`src/rtl/jzjpcc_fetch.sv`:
```
`default_nettype none
// jzjpcc_fetch: fetch stage and IF/ID register. Owns the PC, drives a synchronous
// instruction memory, and registers {instruction, pc, pc+4, valid, illegal} into decode.
module jzjpcc_fetch #(
  parameter logic [31:0] RESET_VECTOR = 32'h00000000,
  parameter logic [31:0] NOP_INSTR    = 32'h00000013
) (
  input  logic        clock,
  input  logic        reset_n,
  input  logic        stall_fetch,
  input  logic        redirect_execute,
  input  logic [31:0] redirectTarget_execute,
  output logic [29:0] instructionAddress_fetch,
  input  logic [31:0] instructionData_fetch,
  output logic [29:0] instruction_decode,
  output logic [31:0] pc_decode,
  output logic [31:0] pcPlus4_decode,
  output logic        valid_decode,
  output logic        illegalLength_decode
);

  localparam logic [31:0] PC_RESET = RESET_VECTOR - 32'd4;

  logic [31:0] pc_fetch_q, pc_fetch_d;
  logic        fetch_valid_q, fetch_valid_d;
  logic [29:0] instr_q, instr_d;
  logic [31:0] pc_dec_q, pc_dec_d;
  logic [31:0] pc4_dec_q, pc4_dec_d;
  logic        valid_q, valid_d;
  logic        illegal_q, illegal_d;
  logic        unused_target_lsbs;

  assign unused_target_lsbs = ^redirectTarget_execute[1:0];

  always_comb begin
    pc_fetch_d    = pc_fetch_q + 32'd4;
    fetch_valid_d = fetch_valid_q;
    instr_d       = instr_q;
    pc_dec_d      = pc_dec_q;
    pc4_dec_d     = pc4_dec_q;
    valid_d       = valid_q;
    illegal_d     = illegal_q;

    if (redirect_execute) begin
      pc_fetch_d = {redirectTarget_execute[31:2], 2'b00};
    end else if (stall_fetch) begin
      pc_fetch_d = pc_fetch_q;
    end

    // A stalled fill keeps fetchValid low so the first imem read still matches pc_fetch.
    if (redirect_execute || !stall_fetch) begin
      fetch_valid_d = 1'b1;
    end

    if (redirect_execute || (!stall_fetch && !fetch_valid_q)) begin
      instr_d   = NOP_INSTR[31:2];
      pc_dec_d  = 32'd0;
      pc4_dec_d = 32'd4;
      valid_d   = 1'b0;
      illegal_d = 1'b0;
    end else if (!stall_fetch) begin
      instr_d   = instructionData_fetch[31:2];
      pc_dec_d  = pc_fetch_q;
      pc4_dec_d = pc_fetch_q + 32'd4;
      valid_d   = 1'b1;
      illegal_d = (instructionData_fetch[1:0] != 2'b11);
    end
  end

  always_ff @(posedge clock or negedge reset_n) begin
    if (!reset_n) begin
      pc_fetch_q    <= PC_RESET;
      fetch_valid_q <= 1'b0;
      instr_q       <= NOP_INSTR[31:2];
      pc_dec_q      <= 32'd0;
      pc4_dec_q     <= 32'd4;
      valid_q       <= 1'b0;
      illegal_q     <= 1'b0;
    end else begin
      pc_fetch_q    <= pc_fetch_d;
      fetch_valid_q <= fetch_valid_d;
      instr_q       <= instr_d;
      pc_dec_q      <= pc_dec_d;
      pc4_dec_q     <= pc4_dec_d;
      valid_q       <= valid_d;
      illegal_q     <= illegal_d;
    end
  end

  // During reset the stall input must not disturb the first address presented.
  assign instructionAddress_fetch = reset_n ? pc_fetch_d[31:2] : RESET_VECTOR[31:2];
  assign instruction_decode       = instr_q;
  assign pc_decode                = pc_dec_q;
  assign pcPlus4_decode           = pc4_dec_q;
  assign valid_decode             = valid_q;
  assign illegalLength_decode     = illegal_q;

endmodule
`default_nettype wire

```
`config.mk`:
```
export PLATFORM = sky130hd
export DESIGN_NAME = jzjpcc_fetch
export DESIGN_NICKNAME = d
export VERILOG_FILES = /design/src/rtl/jzjpcc_fetch.sv
export SDC_FILE = /design/constraint.sdc
export NUM_CORES = 1
export LEC_CHECK = 0
export CAP_MARGIN = 20
export CORE_MARGIN = 2
export CORE_UTILIZATION = 30
export CTS_BUF_LIST = sky130_fd_sc_hd__clkbuf_16
export DETAILED_ROUTE_END_ITERATION = 12
export MAX_ROUTING_LAYER = met4
export PLACE_DENSITY = 0.64
export SKIP_CTS_REPAIR_TIMING = 1
export SLEW_MARGIN = 20
export SYNTH_ARGS = -nofsm -noshare
export SYNTH_HDL_FRONTEND = slang
export SYNTH_SLANG_ARGS = --single-unit
```
`constraint.sdc`:
```
create_clock -name clock -period 3.24 [get_ports clock]
set_input_delay 0.648 -clock clock [delete_from_list [all_inputs] [get_ports clock]]
set_output_delay 0.648 -clock clock [all_outputs]
set_load 0.03 [all_outputs]
```
==> summary.txt <==
Outcome
  • Status: finished, violations left
  • Failing checks: negative setup slack

Final layout
  • Antenna Cells: 0
  • Commonest cells after routing, fill and taps aside: 157 x clkdlybuf4s50_1, 91 x dfrtp_1, 87 x buf_4
  • Register area: 0.003118 mm^2
  • Layout cell share with drive strength beyond 1: 25.72%
  • Commonest non-fill, non-tap cell in the layout: clkdlybuf4s50_1
  • Final Util: 49.26%
  • Multi-input combinational cell area: 0.003000 mm^2
  • Filler Cells Inserted: 1841
  • Non-filler cells, final: 1141
  • Synth-to-layout area growth: 61.76%
  • Final Cell Area: 0.009936 mm^2
  • Final net count: 927

Global routing
  • Number of global-route vias before repair: 5476
  • Pin count of the biggest net entering global routing: 105
  • Gr ovfl total: 0
  • Initial antenna violation count: 0
  • Global-route wire length before repair: 31500 um
  • All-Layer GR Usage: 19.27%

Yosys
  • Synth unique cells: 57
  • Synth top area cells: dfrtp_1 37%, dfstp_2 14%, a22o_1 7.7%
  • Sequential area share after synthesis: 50.76%
  • EDFF count, synth: 0
  • Asr flop ratio synth: 100.0%
  • Flops & latches, synth: 123
  • Syn avg cell area: 9.859 um^2
  • Yosys top cell by area: dfrtp_1
  • Top-area cell type share of the netlist area: 37.07%
  • Ys flop type: dfrtp_1
  • Post-synthesis cell count: 623
  • Post-Syn Area: 0.006142 mm^2
  • Synth Warn #: 0

Routing
  • Initial DRC count: 488
  • First drt pass iteration count: 6
  • Drt drc: 0
  • Routed WL per cell: 18.11 um
  • Routed vias/inst: 5.233
  • Via count: 5971
  • Post-Route WL: 20670 um
  • Antenna viol nets, final: 0

Power and ir drop
  • Net Sw Frac: 30.88%
  • Worst IR Drop VDD: 0.2600 mV
  • Pwr dens: 495.1 mW/mm^2
  • Switch Pwr: 1.519 mW
  • Sequential Power Share: 36.8%
  • Pint: 3.401 mW
  • Combinational share of power: 26.3%
  • Clock power frac: 36.8%
  • Final Power: 4.920 mW
  • Static leakage: 4.104 nW

STA
  • Slew Limit Headroom: 32.74%
  • RSZ-0062 raised after global routing: true
  • Slew @ Worst Pin: 1.008 ns
  • Fmax: 304.6 MHz
  • Final WS setup: -0.04289 ns
  • Tmin final: 3.283 ns
  • Final hold vios: 0
  • Clk_skew: 0.005732 ns
  • Fin. max-slew vios: 0
  • Tcrit/Tclk final: 101.3%
  • Worst hold slack: 0.07497 ns
  • Setup violators final: 2
  • Final TNS setup: -0.05349 ns

Floorplanning
  • Row count: 52
  • I/O pins: 194
  • Die H: 147.1 um
  • Die X: 147.1 um
  • Starting Density: 30.45%
  • Placeable Area: 0.02017 mm^2
  • Die area: 0.02163 mm^2

Clock network
  • CTS Root Cell: clkbuf_16
  • H-tree depth: 4
  • CTS tree: yes
  • Clock Latency Late Sink: 0.42 ns
  • CTS Buffer Depth: 2
  • Worst-path clk slew: 0.06 ns
  • CTS buffer count: 17
  • Clock sink count: 123

Place
  • Place WS: -0.2157 ns
  • Area after DPL: 0.008825 mm^2
  • GP Congestion: 0.8660
  • Placed insts: 1073
  • HPWL after DPL: 14100 um
  • IO buf count: 187

Critical path
  • Delay-heaviest family, CP: simple AND/OR/NAND/NOR gates
  • FF-to-FF path depth: 6
  • FF-to-FF Start: pc_fetch_q[2]$_DFF_PN1_
  • Crit Path Class: reg2out
  • R2R setup slack: 0.75 ns
  • Crit path cell chain: nand4_4, or4_4, or4_4, a311oi_4, buf_12
  • Critical Path AT: 2.63 ns
  • CP max stage delay: 0.60 ns
  • Critical Path Most Common Cell: or4_4
  • CP Max Fanout: 5
  • CP bufs+invs: 1
  • Startpoint Class: flop
  • Crit. End Element: output pin
  • Slowest cell on crit path: dfstp_2
  • Reg-to-Reg End: pcPlus4_decode[28]$_DFFE_PN0P_
  • Worst Path Required: 2.59 ns

Run
  • MaxCap Viol Count: 0

Hold path
  • Worst Hold Class: in2async
## flip-flops by register name (all words and copies together) (netlist names)
name                  count
illegalLength_decode      1
instruction_decode       30
pc_fetch_q               30
valid_decode              1
fetch_valid_q             1
pcPlus4_decode           30
pc_decode                30
## synth_stat cells, types with 4 or more instances
cell and n:
a21oi_1 25, clkbuf_1 37, a311oi_1 4, nor2_1 31
buf_2 18, and4_1 5, or3_1 8, o211ai_1 8
dfstp_2 32, o21ai_0 28, a22oi_1 5, a31oi_1 12
buf_4 4, a211oi_1 11, and2_1 5, dfrtp_1 91
nor4_1 15, nand2_1 74, or4_1 12, nor3_1 15
buf_1 6, mux2i_1 6, inv_1 6, nand4_1 15
xnor2_1 21, nor2b_1 7, xor2_1 4, o311ai_0 4
nand3_1 19, a22o_1 54
## power by group through the flow
stage               Sequential [mW]  Combinational, mW  Clock [mW]
finish                         1.81               1.30        1.81
global route                   1.83               1.38        1.93
CTS                            1.82               1.17        1.86
detailed placement             1.85               1.17           0
global placement               1.84               1.16           0
floorplan                      1.95              0.460           0
## kinds of logic (layout without fill, tap and decap cells)
family / after synthesis / after routing / share of synthesized area (%)
AND/OR/NAND/NOR: 231 / 231 / 20.27
multiplexers: 6 / 6 / 0.9778
other: 1 / 4 / 0.06105
adder cells (fa/ha/maj): 1 / 1 / 0.2037
AO/OA/AOI/OAI: 164 / 164 / 19.13
buffers and inverters: 72 / 317 / 5.031
flip-flops: 123 / 123 / 50.76
XOR/XNOR: 25 / 25 / 3.565
## worst max-delay path by stage
stage / depth (start not counted) / startpoint / to / slack (ns)
after CTS: 7 / pc_fetch_q[4]$_DFF_PN1_ / instructionAddress_fetch[29] / -0.35
after global routing: 5 / pc_fetch_q[28]$_DFF_PN1_ / instructionAddress_fetch[27] / -0.11
after global placement: 8 / stall_fetch / instructionAddress_fetch[17] / -0.21
final: 5 / pc_fetch_q[22]$_DFF_PN1_ / instructionAddress_fetch[27] / -0.04
after floorplan: 5 / stall_fetch / instructionAddress_fetch[17] / 0.10
after detailed placement: 6 / stall_fetch / instructionAddress_fetch[25] / -0.22
## worst reg2reg max path, stage by stage, from the launching register on
cell	delay, ns
dfstp_2	0.60
ha_4	0.17
nand4_1	0.20
buf_6	0.23
or4_1	0.66
or4_1	0.46
nand3_1	0.10
## final cells by class
| type | count | share of cell area, % |
|---|---|---|
| Multi-Input combinational cell | 431 | 30.20 |
| Inverter | 6 | 0.2267 |
| Clock buffer | 17 | 4.282 |
| Clock inverter | 15 | 1.360 |
| Timing Repair Buffer | 279 | 29.15 |
| Sequential cell | 123 | 31.38 |
| Tap cell | 270 | 3.400 |
## routing by layer
metal | vias up | share of wire [%] | global-route usage (%)
met5 | - | 0 | -
met4 | 0 | 2.6 | 7.115
met3 | 40 | 7.4 | 4.224
met2 | 293 | 43 | 26.00
met1 | 2862 | 47 | 28.15
li1 | 2776 | - | -
Power figures use the tool's default switching activity.
==> edit: new RTL, same flow settings <==
Add an input register stage for `redirectTarget_execute`, with the module's reset; this delays it by one clock. The other inputs are not delayed to match.
--- a/src/rtl/jzjpcc_fetch.sv
+++ b/src/rtl/jzjpcc_fetch.sv
@@ -23,2 +23,12 @@
 
+  logic [31:0] redirectTarget_execute_q;
+
+  always_ff @(posedge clock or negedge reset_n) begin
+    if (!reset_n) begin
+      redirectTarget_execute_q <= '0;
+    end else begin
+      redirectTarget_execute_q <= redirectTarget_execute;
+    end
+  end
+
   logic [31:0] pc_fetch_q, pc_fetch_d;
@@ -32,3 +42,3 @@
 
-  assign unused_target_lsbs = ^redirectTarget_execute[1:0];
+  assign unused_target_lsbs = ^redirectTarget_execute_q[1:0];
 
@@ -44,3 +54,3 @@
     if (redirect_execute) begin
-      pc_fetch_d = {redirectTarget_execute[31:2], 2'b00};
+      pc_fetch_d = {redirectTarget_execute_q[31:2], 2'b00};
     end else if (stall_fetch) begin
Formal check against the unedited RTL: not equivalent (Yosys sat finds a counterexample within 4 cycles, from zero or initial values and one cycle with reset_n low).
==> edit against the original RTL <==
The run still ends with setup timing left. Clock power grew 17%. Synthesized area rose by 10%. Power is 13% higher. Setup slack lost 0.061 ns. Wire length is 4.3% higher. Sequential share of layout area up 5.3 points. Final area grew 6.1%. Sequential cell count grew 30. Largest cell class unchanged. Sequential power is 22% higher. Combinational power is 5% lower. Maximum frequency shrank 1.8%.
==> edit: results (changes against the original RTL) <==
Status
  • Outcome: complete, but fails checks
  • Violated checks: setup timing

Yosys
  • Synthesized-area fraction occupied by adder cells: 0.185% (-0.019 points)
  • Cell types with the largest area share after synthesis: dfrtp_1, dfstp_2, a22o_1
  • Cell types with the highest counts after synthesis: dfrtp_1, nand2_1, a22o_1, clkbuf_1, dfstp_2
  • Avg Inst Size Synth: 10.7 um^2 (+9.0%)
  • Distinct cell type count after synthesis: 54 (-5.3%)
  • Xor/xnor share of the synthesized area: 3.36% (-0.20 points)
  • Post-synthesis compound-gate area fraction: 17.2% (-2.0 points)
  • Share of synthesized area spent on multiplexers: 1.05% (+0.076 points)
  • Sequential-to-total area share from yosys stat: 57.1% (+6.4 points)

Finish
  • Proportion of cell area occupied by multi-input gates: 27.6% (-2.6 points)
  • Proportion of layout cells with a drive suffix above 1: 25.9% (+0.23 points)
  • Clock buf/inv share: 5.89% (+0.24 points)
  • Inverter count of the layout excluding clock inverters: 7 (+1)
  • Multi-input logic cell count: 409 (-5.1%)
  • Flip-flop and latch share of the layout cell area: 36.7% (+5.3 points)
  • Non-clock buffer share: 26.2% (-2.9 points)
  • Number of clock-tree buffers in the layout: 17 (unchanged)
  • Fill cell count: 1971 (+7.1%)

Place
  • RD Place Congestion: 0.861 (-0.62%)
  • HPWL Detailed: 14800 um (+5.2%)
  • Post-Place Setup Slack: -0.119 ns (+0.0969 ns)
  • Cell Count Post-Placement: 1089 (+1.5%)

Drt
  • First-pass iteration count of the detailed router: 7 (+1)
  • Final WL: 21500 um (+4.3%)
  • Vias post-DR: 5960 (-0.18%)

Power and ir drop
  • Worst voltage drop across the vdd grid: 267 uV (+2.6%)
  • Reported net switching power: 0.00164 W (+7.9%)
  • Static leakage: 4.38 nW (+6.7%)

STA
  • Relative slew margins: 37.3% (+4.6 points)
  • Setup TNS: -0.286 ns (-0.233 ns)
  • Finish-stage setup viols: 4 (+2)
  • Setup clock skew after layout: 0.0123 ns (+0.00659 ns)
  • Setup WS post-layout: -0.104 ns (-0.0610 ns)

Global route
  • First-pass GRT wire length: 32700 um (+3.7%)
  • Vias in the first global route: 5640 (+3.0%)
  • Overall global routing resource usage: 18.2% (-1.1 points)
  • Maximum number of pins on one net before global-route repair: 95 (-9.5%)

Clocking
  • # clock sinks: 153 (+24%)
-- edit: changes by cell type after synthesis, sizes merged, moves of 4 or more --
cell,change
nand4,-5
nor3,+6
clkbuf,+7
buf,-9
dfrtp,+30
or3,-7
a22oi,-4
a31oi,-6
nand2,-13
nor4,+8
a22o,+4
-- edit: routing by layer --
| layer | GRT usage, % | share of wire, % | vias to the layer above |
|---|---|---|---|
| met1 | 26.1 | 48 | 2904 |
| met2 | 25.9 | 44 | 268 |
| met4 | 4.85 | 1.4 | 0 |
| met5 | - | 0 | - |
| met3 | 4.23 | 6.9 | 25 |
| li1 | - | - | 2763 |
-- edit: worst paths after layout --
path                       cells after the start                      endpoint  slack, ns           start
max in group asynchronous                      3        instruction_decode[23]       1.77         reset_n
max                                            5  instructionAddress_fetch[28]      -0.10  pc_fetch_q[20]
min                                            1  redirectTarget_execute_q[29]       0.04         reset_n
min in group clock                             2                 pc_decode[22]       0.47   pc_decode[22]
max reg2reg                                    7            pcPlus4_decode[28]       0.63   pc_fetch_q[2]
min reg2reg                                    2                 pc_decode[22]       0.47   pc_decode[22]
-- edit: power by group through the flow --
stage | clock, W | combinational (W) | sequential [W]
after floorplan | 0 | 0.000423 | 0.00235
after global placement | 0 | 0.00113 | 0.00223
after detailed placement | 0 | 0.00114 | 0.00224
after CTS | 0.00217 | 0.00114 | 0.00220
after global routing | 0.00226 | 0.00131 | 0.00222
final | 0.00212 | 0.00123 | 0.00220
-- edit: through the flow --
stage	utilization [%]	area (um^2)
after floorplan	-	6820
after global placement	42.8	9390
final	48.0	10500
after CTS	45.6	10000
after detailed placement	42.8	9390
after global routing	48.0	10500
